<file path="src/rtl/uart_pkg.sv">
// uart_pkg
//   Shared UART constants. Word width and FIFO depth defaults are common to
//   the transmitter, the transmit FIFO and the planned receive FIFO.
package uart_pkg;

  localparam int UART_DATAWIDTH       = 8;
  localparam int UART_FIFO_DEPTH_LOG2 = 4;

endpackage

</file>
<file path="src/rtl/uart_fifo_mem.sv">
// uart_fifo_mem
//   2**DEPTH_LOG2 x DATAWIDTH storage array. Synchronous write, asynchronous
//   read. No reset: the pointers and count in the owner decide which entries
//   are meaningful.
// Ports:
//   CLK      clock
//   i_we     write enable
//   i_waddr  write address
//   i_wdata  write data
//   i_raddr  read address
//   o_rdata  read data (combinational from i_raddr)
module uart_fifo_mem
  import uart_pkg::*;
#(
  parameter int DATAWIDTH  = UART_DATAWIDTH,
  parameter int DEPTH_LOG2 = UART_FIFO_DEPTH_LOG2
) (
  input  logic                  CLK,
  input  logic                  i_we,
  input  logic [DEPTH_LOG2-1:0] i_waddr,
  input  logic [DATAWIDTH-1:0]  i_wdata,
  input  logic [DEPTH_LOG2-1:0] i_raddr,
  output logic [DATAWIDTH-1:0]  o_rdata
);

  logic [DATAWIDTH-1:0] r_mem [2**DEPTH_LOG2];

  always_ff @(posedge CLK) begin
    if (i_we) r_mem[i_waddr] <= i_wdata;
  end

  assign o_rdata = r_mem[i_raddr];

endmodule

</file>
<file path="src/rtl/uart_tx_fifo.sv">
// uart_tx_fifo
//   Transmit buffer in front of the UART transmitter. Bytes are queued at any
//   rate and handed to the transmitter through a hold register (DATA) that is
//   reloaded only on the rising edge of READ, so DATA stays stable for the
//   whole serial frame.
// Ports:
//   CLK, RST   clock, synchronous active-high reset
//   WR_EN      write strobe, one word per cycle while high
//   WR_DATA    word to enqueue
//   FULL       COUNT == depth
//   EMPTY      COUNT == 0
//   COUNT      queued words, not counting the hold register
//   OVERFLOW   sticky flag, set when a write is dropped
//   CLR_OVF    clears OVERFLOW (a simultaneous drop wins)
//   DATA       hold register presented to the transmitter
//   DATARDY    word available (= !EMPTY)
//   READ       transmitter request; only its rising edge pops
module uart_tx_fifo
  import uart_pkg::*;
#(
  parameter int DATAWIDTH  = UART_DATAWIDTH,
  parameter int DEPTH_LOG2 = UART_FIFO_DEPTH_LOG2
) (
  input  logic                  CLK,
  input  logic                  RST,
  input  logic                  WR_EN,
  input  logic [DATAWIDTH-1:0]  WR_DATA,
  output logic                  FULL,
  output logic                  EMPTY,
  output logic [DEPTH_LOG2:0]   COUNT,
  output logic                  OVERFLOW,
  input  logic                  CLR_OVF,
  output logic [DATAWIDTH-1:0]  DATA,
  output logic                  DATARDY,
  input  logic                  READ
);

  localparam logic [DEPTH_LOG2:0]   CNT_FULL = {1'b1, {DEPTH_LOG2{1'b0}}};
  localparam logic [DEPTH_LOG2:0]   CNT_ONE  = {{DEPTH_LOG2{1'b0}}, 1'b1};
  localparam logic [DEPTH_LOG2-1:0] PTR_ONE  = {{(DEPTH_LOG2-1){1'b0}}, 1'b1};

  logic [DEPTH_LOG2-1:0] r_wr_ptr, r_rd_ptr;
  logic [DEPTH_LOG2:0]   r_count;
  logic [DATAWIDTH-1:0]  r_data;
  logic                  r_read_d;
  logic                  r_ovf;

  logic                  w_full, w_empty;
  logic                  w_wr_acc, w_wr_drop, w_pop_acc;
  logic [DATAWIDTH-1:0]  w_rdata;

  // Flags decode from the registered count only, so a write to a full FIFO
  // is dropped even when a pop frees a slot in the same cycle.
  assign w_full    = (r_count == CNT_FULL);
  assign w_empty   = (r_count == '0);
  assign w_wr_acc  = WR_EN && !w_full;
  assign w_wr_drop = WR_EN &&  w_full;
  assign w_pop_acc = READ && !r_read_d && !w_empty;

  uart_fifo_mem #(
    .DATAWIDTH  (DATAWIDTH),
    .DEPTH_LOG2 (DEPTH_LOG2)
  ) u_mem (
    .CLK     (CLK),
    .i_we    (w_wr_acc),
    .i_waddr (r_wr_ptr),
    .i_wdata (WR_DATA),
    .i_raddr (r_rd_ptr),
    .o_rdata (w_rdata)
  );

  always_ff @(posedge CLK) begin
    if (RST) begin
      r_wr_ptr <= '0;
      r_rd_ptr <= '0;
      r_count  <= '0;
      r_data   <= '0;
      r_read_d <= 1'b0;
      r_ovf    <= 1'b0;
    end else begin
      r_read_d <= READ;
      if (w_wr_acc) r_wr_ptr <= r_wr_ptr + PTR_ONE;
      // Asynchronous read gives the old head even if a write lands in the
      // same cycle (at COUNT=1 the write targets a different slot).
      if (w_pop_acc) begin
        r_data   <= w_rdata;
        r_rd_ptr <= r_rd_ptr + PTR_ONE;
      end
      case ({w_wr_acc, w_pop_acc})
        2'b10:   r_count <= r_count + CNT_ONE;
        2'b01:   r_count <= r_count - CNT_ONE;
        default: r_count <= r_count;
      endcase
      if (w_wr_drop)    r_ovf <= 1'b1;
      else if (CLR_OVF) r_ovf <= 1'b0;
    end
  end

  assign FULL     = w_full;
  assign EMPTY    = w_empty;
  assign DATARDY  = !w_empty;
  assign COUNT    = r_count;
  assign OVERFLOW = r_ovf;
  assign DATA     = r_data;

endmodule
</file>
<file path="config.mk">
export PLATFORM = sky130hd
export DESIGN_NAME = uart_tx_fifo
export DESIGN_NICKNAME = d
export VERILOG_FILES = /design/src/rtl/uart_pkg.sv /design/src/rtl/uart_fifo_mem.sv /design/src/rtl/uart_tx_fifo.sv
export SDC_FILE = /design/constraint.sdc
export NUM_CORES = 1
export LEC_CHECK = 0
export ABC_AREA = 1
export CORE_AREA = 2 2 89 177
export CTS_CLUSTER_DIAMETER = 150
export DETAILED_ROUTE_END_ITERATION = 10
export DIE_AREA = 0 0 91 179
export SLEW_MARGIN = 10
export SYNTH_ARGS = -nofsm -noshare
export SYNTH_HDL_FRONTEND = slang
export SYNTH_SLANG_ARGS = --single-unit
</file>
<file path="constraint.sdc">
create_clock -name CLK -period 2.6 [get_ports CLK]
set_clock_uncertainty 0.05 [all_clocks]
set_input_delay 0.26 -clock CLK [delete_from_list [all_inputs] [get_ports CLK]]
set_output_delay 0.26 -clock CLK [all_outputs]
set_load 0.02 [all_outputs]
</file>
-- Yosys cells after proc, flatten, opt, wreduce, memory -nomap -nowiden
Memory sizes are Yosys's and may differ from the RTL's. A register that Yosys moved wholly into a read port is not among the register bits.
Index checks and enable logic that the tools add are counted.
- flip-flop bits (word level): 15
- RAM bits: 128
- bits of input ports: 13
- output and inout port bits: 17
- logic and storage cells: 28
- memories kept: 1
- memories (name ; words ; bits a word ; read ports ; clocked after Yosys merged registers in ; wr ports ; line ; source):
    u_mem.r_mem ; 16 ; 8 ; 1 ; 1 ; 1 ; uart_fifo_mem.sv:26 ; logic [DATAWIDTH-1:0] r_mem [2**DEPTH_LOG2];
- $add $sub $neg: 4
- equal/unequal tests: 3
- multiplexer cells: 5
- reductions and logical operators: 10
- operators by type and width (kind ; count):
    $pmux W5 S2 ; 1
    $add A4 B1 Y4 const B ; 2
    $add A5 B1 Y5 const B ; 1
    $eq A5 B5 Y1 const B ; 1
    $logic_not A5 Y1 ; 1
    $sub A5 B1 Y5 const B ; 1
    $logic_and A1 B1 Y1 ; 4
    $mux W1 ; 4
    $reduce_bool A2 Y1 ; 2
    $logic_not A1 Y1 ; 3
    $eq A2 B1 Y1 const B ; 1
    $eq A2 B2 Y1 const B ; 1

-- Longest topological paths before layout
- depth after elaboration: 5
- depth in mapped cells: 16
- depth with buffers taken out: 15

-- By module
A second synthesis with hierarchy kept.
- cells, all modules: 698
- area total of the unflattened synthesis: 6804.0 um2
- modules (own cells, without submodules) (module ; instances ; cells each ; area each (um2) ; seq. area each (um2)):
    uart_fifo_mem ; 1 ; 543 ; 5606.6 ; 3843.7
    uart_tx_fifo ; 1 ; 155 ; 1197.4 ; 460.4

-- Worst setup path after synthesis
OpenSTA, ideal clock, no wires.
- path type: register to register
- from: reg r_count[1], in the netlist COUNT[1]
- to: reg r_count[4], in the netlist COUNT[4]
- library setup time: 71 ps
- data arrival time: 2385 ps
- required time: 2479 ps
- path slack: 94 ps
- stages on the path, launching flop included: 16
- path buffers: 1
- period minus slack after synthesis: 2506 ps
- cells stage by stage: dfxtp_1 -> inv_1 -> nand4_2 -> nand3_4 -> inv_4 -> buf_4 -> ha_1 -> inv_1 -> fa_1 -> inv_1 -> nand2_1 -> a21boi_0 -> o21bai_1 -> nand2_1 -> nand2_1 -> a21oi_1
- longest elaborated chain between the ends: 5
- elaborated cells between the ends (all ways): 12
- classes of those cells: 2 x add/sub; 3 x eq/ne; 1 x mux; 6 x reduce/logical
- RTL lines (what ; line ; source):
    from (decl) ; uart_tx_fifo.sv:43 ; logic [DEPTH_LOG2:0] r_count;
    from (signal assigned) ; uart_tx_fifo.sv:90 ; 2'b10: r_count <= r_count + CNT_ONE;
    from (signal assigned) ; uart_tx_fifo.sv:91 ; 2'b01: r_count <= r_count - CNT_ONE;
    from (signal assigned) ; uart_tx_fifo.sv:92 ; default: r_count <= r_count;
    $logic_not A5 Y1 * ; uart_tx_fifo.sv:55 ; assign w_empty = (r_count == '0);
    $logic_not A1 Y1 * ; n/a ;
    via DATARDY ; uart_tx_fifo.sv:34 ; output logic DATARDY,
    $logic_and A1 B1 Y1 * ; uart_tx_fifo.sv:58 ; assign w_pop_acc = READ && !r_read_d && !w_empty;
    via w_pop_acc ; uart_tx_fifo.sv:49 ; logic w_wr_acc, w_wr_drop, w_pop_acc;
    $eq A2 B1 Y1 / $eq A2 B2 Y1 (equally long branches) ; uart_tx_fifo.sv:89 ; case ({w_wr_acc, w_pop_acc})
    $pmux W5 S2 / $reduce_bool A2 Y1 (equally long branches) ; n/a ;
Mark *: on every way through the listed nets, which the timed path passes. The rest lies on a longest branch.
A chain may end at the register's enable or synchronous reset.

-- Final worst setup path
- from: reg r_count[1], in the netlist COUNT[1]
- to: reg r_count[4], in the netlist COUNT[4]
- longest elaborated chain between the ends: 5
- elaborated cells between the ends (all ways): 12
- classes of those cells: 2 x add/sub; 3 x eq/ne; 1 x mux; 6 x reduce/logical
- RTL lines (what ; line):
    $eq A5 B5 Y1 / $logic_not A5 Y1 (equally long branches) ; uart_tx_fifo.sv:54, uart_tx_fifo.sv:55
    $logic_not A1 Y1, on equally long branches ; uart_tx_fifo.sv:56, uart_tx_fifo.sv:58
    $logic_and A1 B1 Y1, on equally long branches ; uart_tx_fifo.sv:56, uart_tx_fifo.sv:58
    $eq A2 B1 Y1 / $eq A2 B2 Y1 (equally long branches) ; uart_tx_fifo.sv:89
    $pmux W5 S2 / $reduce_bool A2 Y1 (equally long branches) ; n/a
Parallel ways exist; a longest one is shown, timed or not.

==> impl_metrics.env <==
export IMPL_power_total_mw=7.396
export IMPL_hold_path_class="input port to register"
export IMPL_rr_worst_depth=14
export IMPL_fin_nets=742
export IMPL_start_kind="register"
export IMPL_finalCritPeriodShare_pct=86.75
export IMPL_cp_data_arrival_time_ns=2.55
export IMPL_port_buffers=29
export IMPL_rr_startpoint="COUNT[1]"
export IMPL_post_cts_resize_count=0
export IMPL_yosysUniqueCellTypes=26
export IMPL_syn_inst=675
export IMPL_outcome="completed"
export IMPL_synth_seq_cells=151
export IMPL_yosysSeqAreaShare_pct=64.91
export IMPL_slew_violations=0
export IMPL_die_w_um=91
export IMPL_slew_headroom_pct=47.06
export IMPL_fin_setup_tns_ns=0
export IMPL_clkPwrFrac_pct=36.5
export IMPL_p_leak_nw=3.324
export IMPL_grt_antenna_before_repair=0
export IMPL_final_antenna_net_count=0
export IMPL_endpoint_kind="register"
export IMPL_hold_depth=3
export IMPL_ctsHoldBuffers=0
export IMPL_grt_pass1_wl_um=24410
export IMPL_dp_hpwl_um=9686
export IMPL_worst_ep_required_time_ns=2.90
export IMPL_drcViolationCount=0
export IMPL_switchingPower_mw=2.293
export IMPL_holdPathEnd="r_read_d"
export IMPL_syn_avg_cell_area_sq_um=9.824
export IMPL_worst_slew_pin_slew_ns=0.7916
export IMPL_post_cts_setup_buffers=0
export IMPL_cts_root_buffer="clkbuf_16"
export IMPL_ir_drop_mv=0.6838
export IMPL_overflow=0
export IMPL_synthToLayoutAreaGrowth_pct=18.64
export IMPL_setup_viol=0
export IMPL_fp_dieH_um=179
export IMPL_critical_path_class="register to register"
export IMPL_reg2reg_setup_slack_ns=0.34
export IMPL_finalCriticalPeriod_ns=2.256
export IMPL_power_density_nw_per_um2=940.1
export IMPL_grt_use_total_pct=20.08
export IMPL_synth_net_count=698
export IMPL_maxCapViolations=0
export IMPL_viasPerCell=4.905
export IMPL_combPwrFrac_pct=25.1
export IMPL_vias=4562
export IMPL_gp_congestion=0.8184
export IMPL_hold_viol=0
export IMPL_syn_cell_area_sq_um=6631
export IMPL_h_tree_depth=4
export IMPL_n_antenna_cell=0
export IMPL_coreArea_sq_um=15050
export IMPL_cts_tree="yes"
export IMPL_p_int_mw=5.104
export IMPL_yosysWarnings=0
export IMPL_cts_max_path_buffers=2
export IMPL_cts_sinks=151
export IMPL_cts_made_buffers=17
export IMPL_path_max_fanout=6
export IMPL_rsz0062_at_grt="no"
export IMPL_rows=64
export IMPL_seqPwrFrac_pct=38.4
export IMPL_routedWlPerCell_um=16.65
export IMPL_fillers=1399
export IMPL_num_io_pins=30
export IMPL_grt_pass1_vias=4493
export IMPL_hp_start="READ"
export IMPL_wl_um=15490
export IMPL_drtIter0Drc=301
export IMPL_timing_fmax_ghz=0.4433
export IMPL_reg2reg_to="COUNT[4]"
export IMPL_grt_start_max_net_pins=67
export IMPL_clk_pin_slew_worst_paths_ns=0.06
export IMPL_p_sw_share_pct=31.00
export IMPL_initial_core_util_pct=44.05
export IMPL_dieArea_sq_um=16290
export IMPL_drt_first_pass_iters=5
export IMPL_clock_latency_ns=0.41
export IMPL_drive_above_1_share_pct=8.470
## state kept, by name, summed over array words and instances (netlist names)
| signal | flops |
|---|---|
| COUNT | 5 |
| DATA | 8 |
| OVERFLOW | 1 |
| r_rd_ptr | 4 |
| r_read_d | 1 |
| r_wr_ptr | 4 |
| u_mem.r_mem | 128 |
## final cells by class
class	instances	area (sq um)	share of cell area, %
Clock buffer	18	429.2	5.455
Clock inverter	14	224.0	2.847
Inverter	99	374.1	4.755
Timing Repair Buffer	53	495.5	6.298
Multi-Input combinational cell	397	1792	22.77
Tap cell	198	247.7	3.149
Sequential cell	151	4305	54.72
## cells by family (layout without fill, tap and decap cells)
family | Yosys count | in the layout | share of synthesized area, %
simple gates | 358 | 358 | 22.47
flops | 151 | 151 | 64.91
buf+inv | 127 | 184 | 8.076
compound gates | 24 | 24 | 1.887
fa+ha+maj | 10 | 10 | 2.000
xor+xnor | 5 | 5 | 0.6603
## per-layer routing
metal	global-route usage, %	part of all wire, %	vias to the layer above
met5	0	0	-
met4	7.639	2.0	0
met3	2.732	3.4	19
met2	34.41	52	111
met1	25.90	43	2167
li1	-	-	2265
## power by group through the flow
stage / sequential, mW / clock (mW) / combinational, mW
CTS: 2.84 / 2.74 / 1.87
floorplan: 2.96 / 0 / 1.09
global placement: 2.89 / 0 / 1.84
global route: 2.86 / 2.82 / 2.05
finish: 2.84 / 2.70 / 1.85
detailed placement: 2.89 / 0 / 1.85
## Yosys cell counts (all sizes together)
| cell type | instances | area (sq um) |
|---|---|---|
| a21boi | 1 | 7.510 |
| a21oi | 13 | 65.06 |
| buf | 24 | 146.4 |
| clkbuf | 4 | 15.01 |
| clkinv | 2 | 7.510 |
| dfxtp | 23 | 460.4 |
| edfxtp | 128 | 3844 |
| fa | 1 | 20.02 |
| ha | 9 | 112.6 |
| inv | 97 | 366.6 |
| nand2 | 225 | 847.1 |
| nand3 | 94 | 483.0 |
| nand4 | 2 | 18.77 |
| nor2 | 37 | 141.4 |
| o21ai | 9 | 45.04 |
| o21bai | 1 | 7.510 |
| xnor2 | 1 | 8.760 |
| xor2 | 4 | 35.03 |
## worst max path at each step
stage | from | endpoint | slack (ns) | depth (start not counted)
finish | COUNT[1] | COUNT[4] | 0.34 | 14
CTS | COUNT[1] | COUNT[4] | 0.32 | 14
floorplan | COUNT[1] | COUNT[4] | 0.09 | 15
global route | COUNT[1] | COUNT[4] | 0.11 | 14
global placement | READ | COUNT[4] | 0.22 | 13
detailed placement | READ | COUNT[4] | 0.17 | 13
## cell usage in the layout (no fill, tap or decap), types with 2 or more instances in the layout
cell             synthesis  layout
clkinv_4                 0       4
bufinv_16                0       5
buf_4                    8      22
nand3_1                 93      93
o21ai_0                  9       9
clkinv_1                 2       3
buf_12                   0       2
nor2_1                  36      36
a21oi_1                 13      13
clkbuf_16                0      17
ha_1                     9       9
clkdlybuf4s50_1          0      29
inv_2                    2       2
edfxtp_1               128     128
nand2_1                224     224
clkinvlp_4               0       2
dfxtp_1                 23      22
xor2_1                   4       4
inv_1                   94      94
## through the flow
step	area, sq um	setup WS [ns]	util (%)	hold WS [ns]	std cells
CTS	7868	0.3173	52.26	0.4054	930
floorplan	6631	0.09439	-	0.3089	675
global route	7868	0.1092	52.26	0.4430	930
global placement	7214	0.2181	47.92	0.4029	898
detailed placement	7214	0.1669	47.92	0.4131	898
finish	7868	0.3444	52.26	0.4090	930
## critical path, cell delays in order (launching register included)
cell	delay, ns
dfxtp_1	0.38
inv_1	0.11
nand4_2	0.15
nand3_4	0.12
inv_4	0.07
ha_1	0.26
inv_1	0.08
fa_1	0.41
inv_1	0.07
nand2_1	0.06
a21boi_0	0.15
o21bai_1	0.08
nand2_1	0.05
nand2_1	0.04
a21oi_1	0.11
No activity file was read; power rests on OpenSTA's default activity.
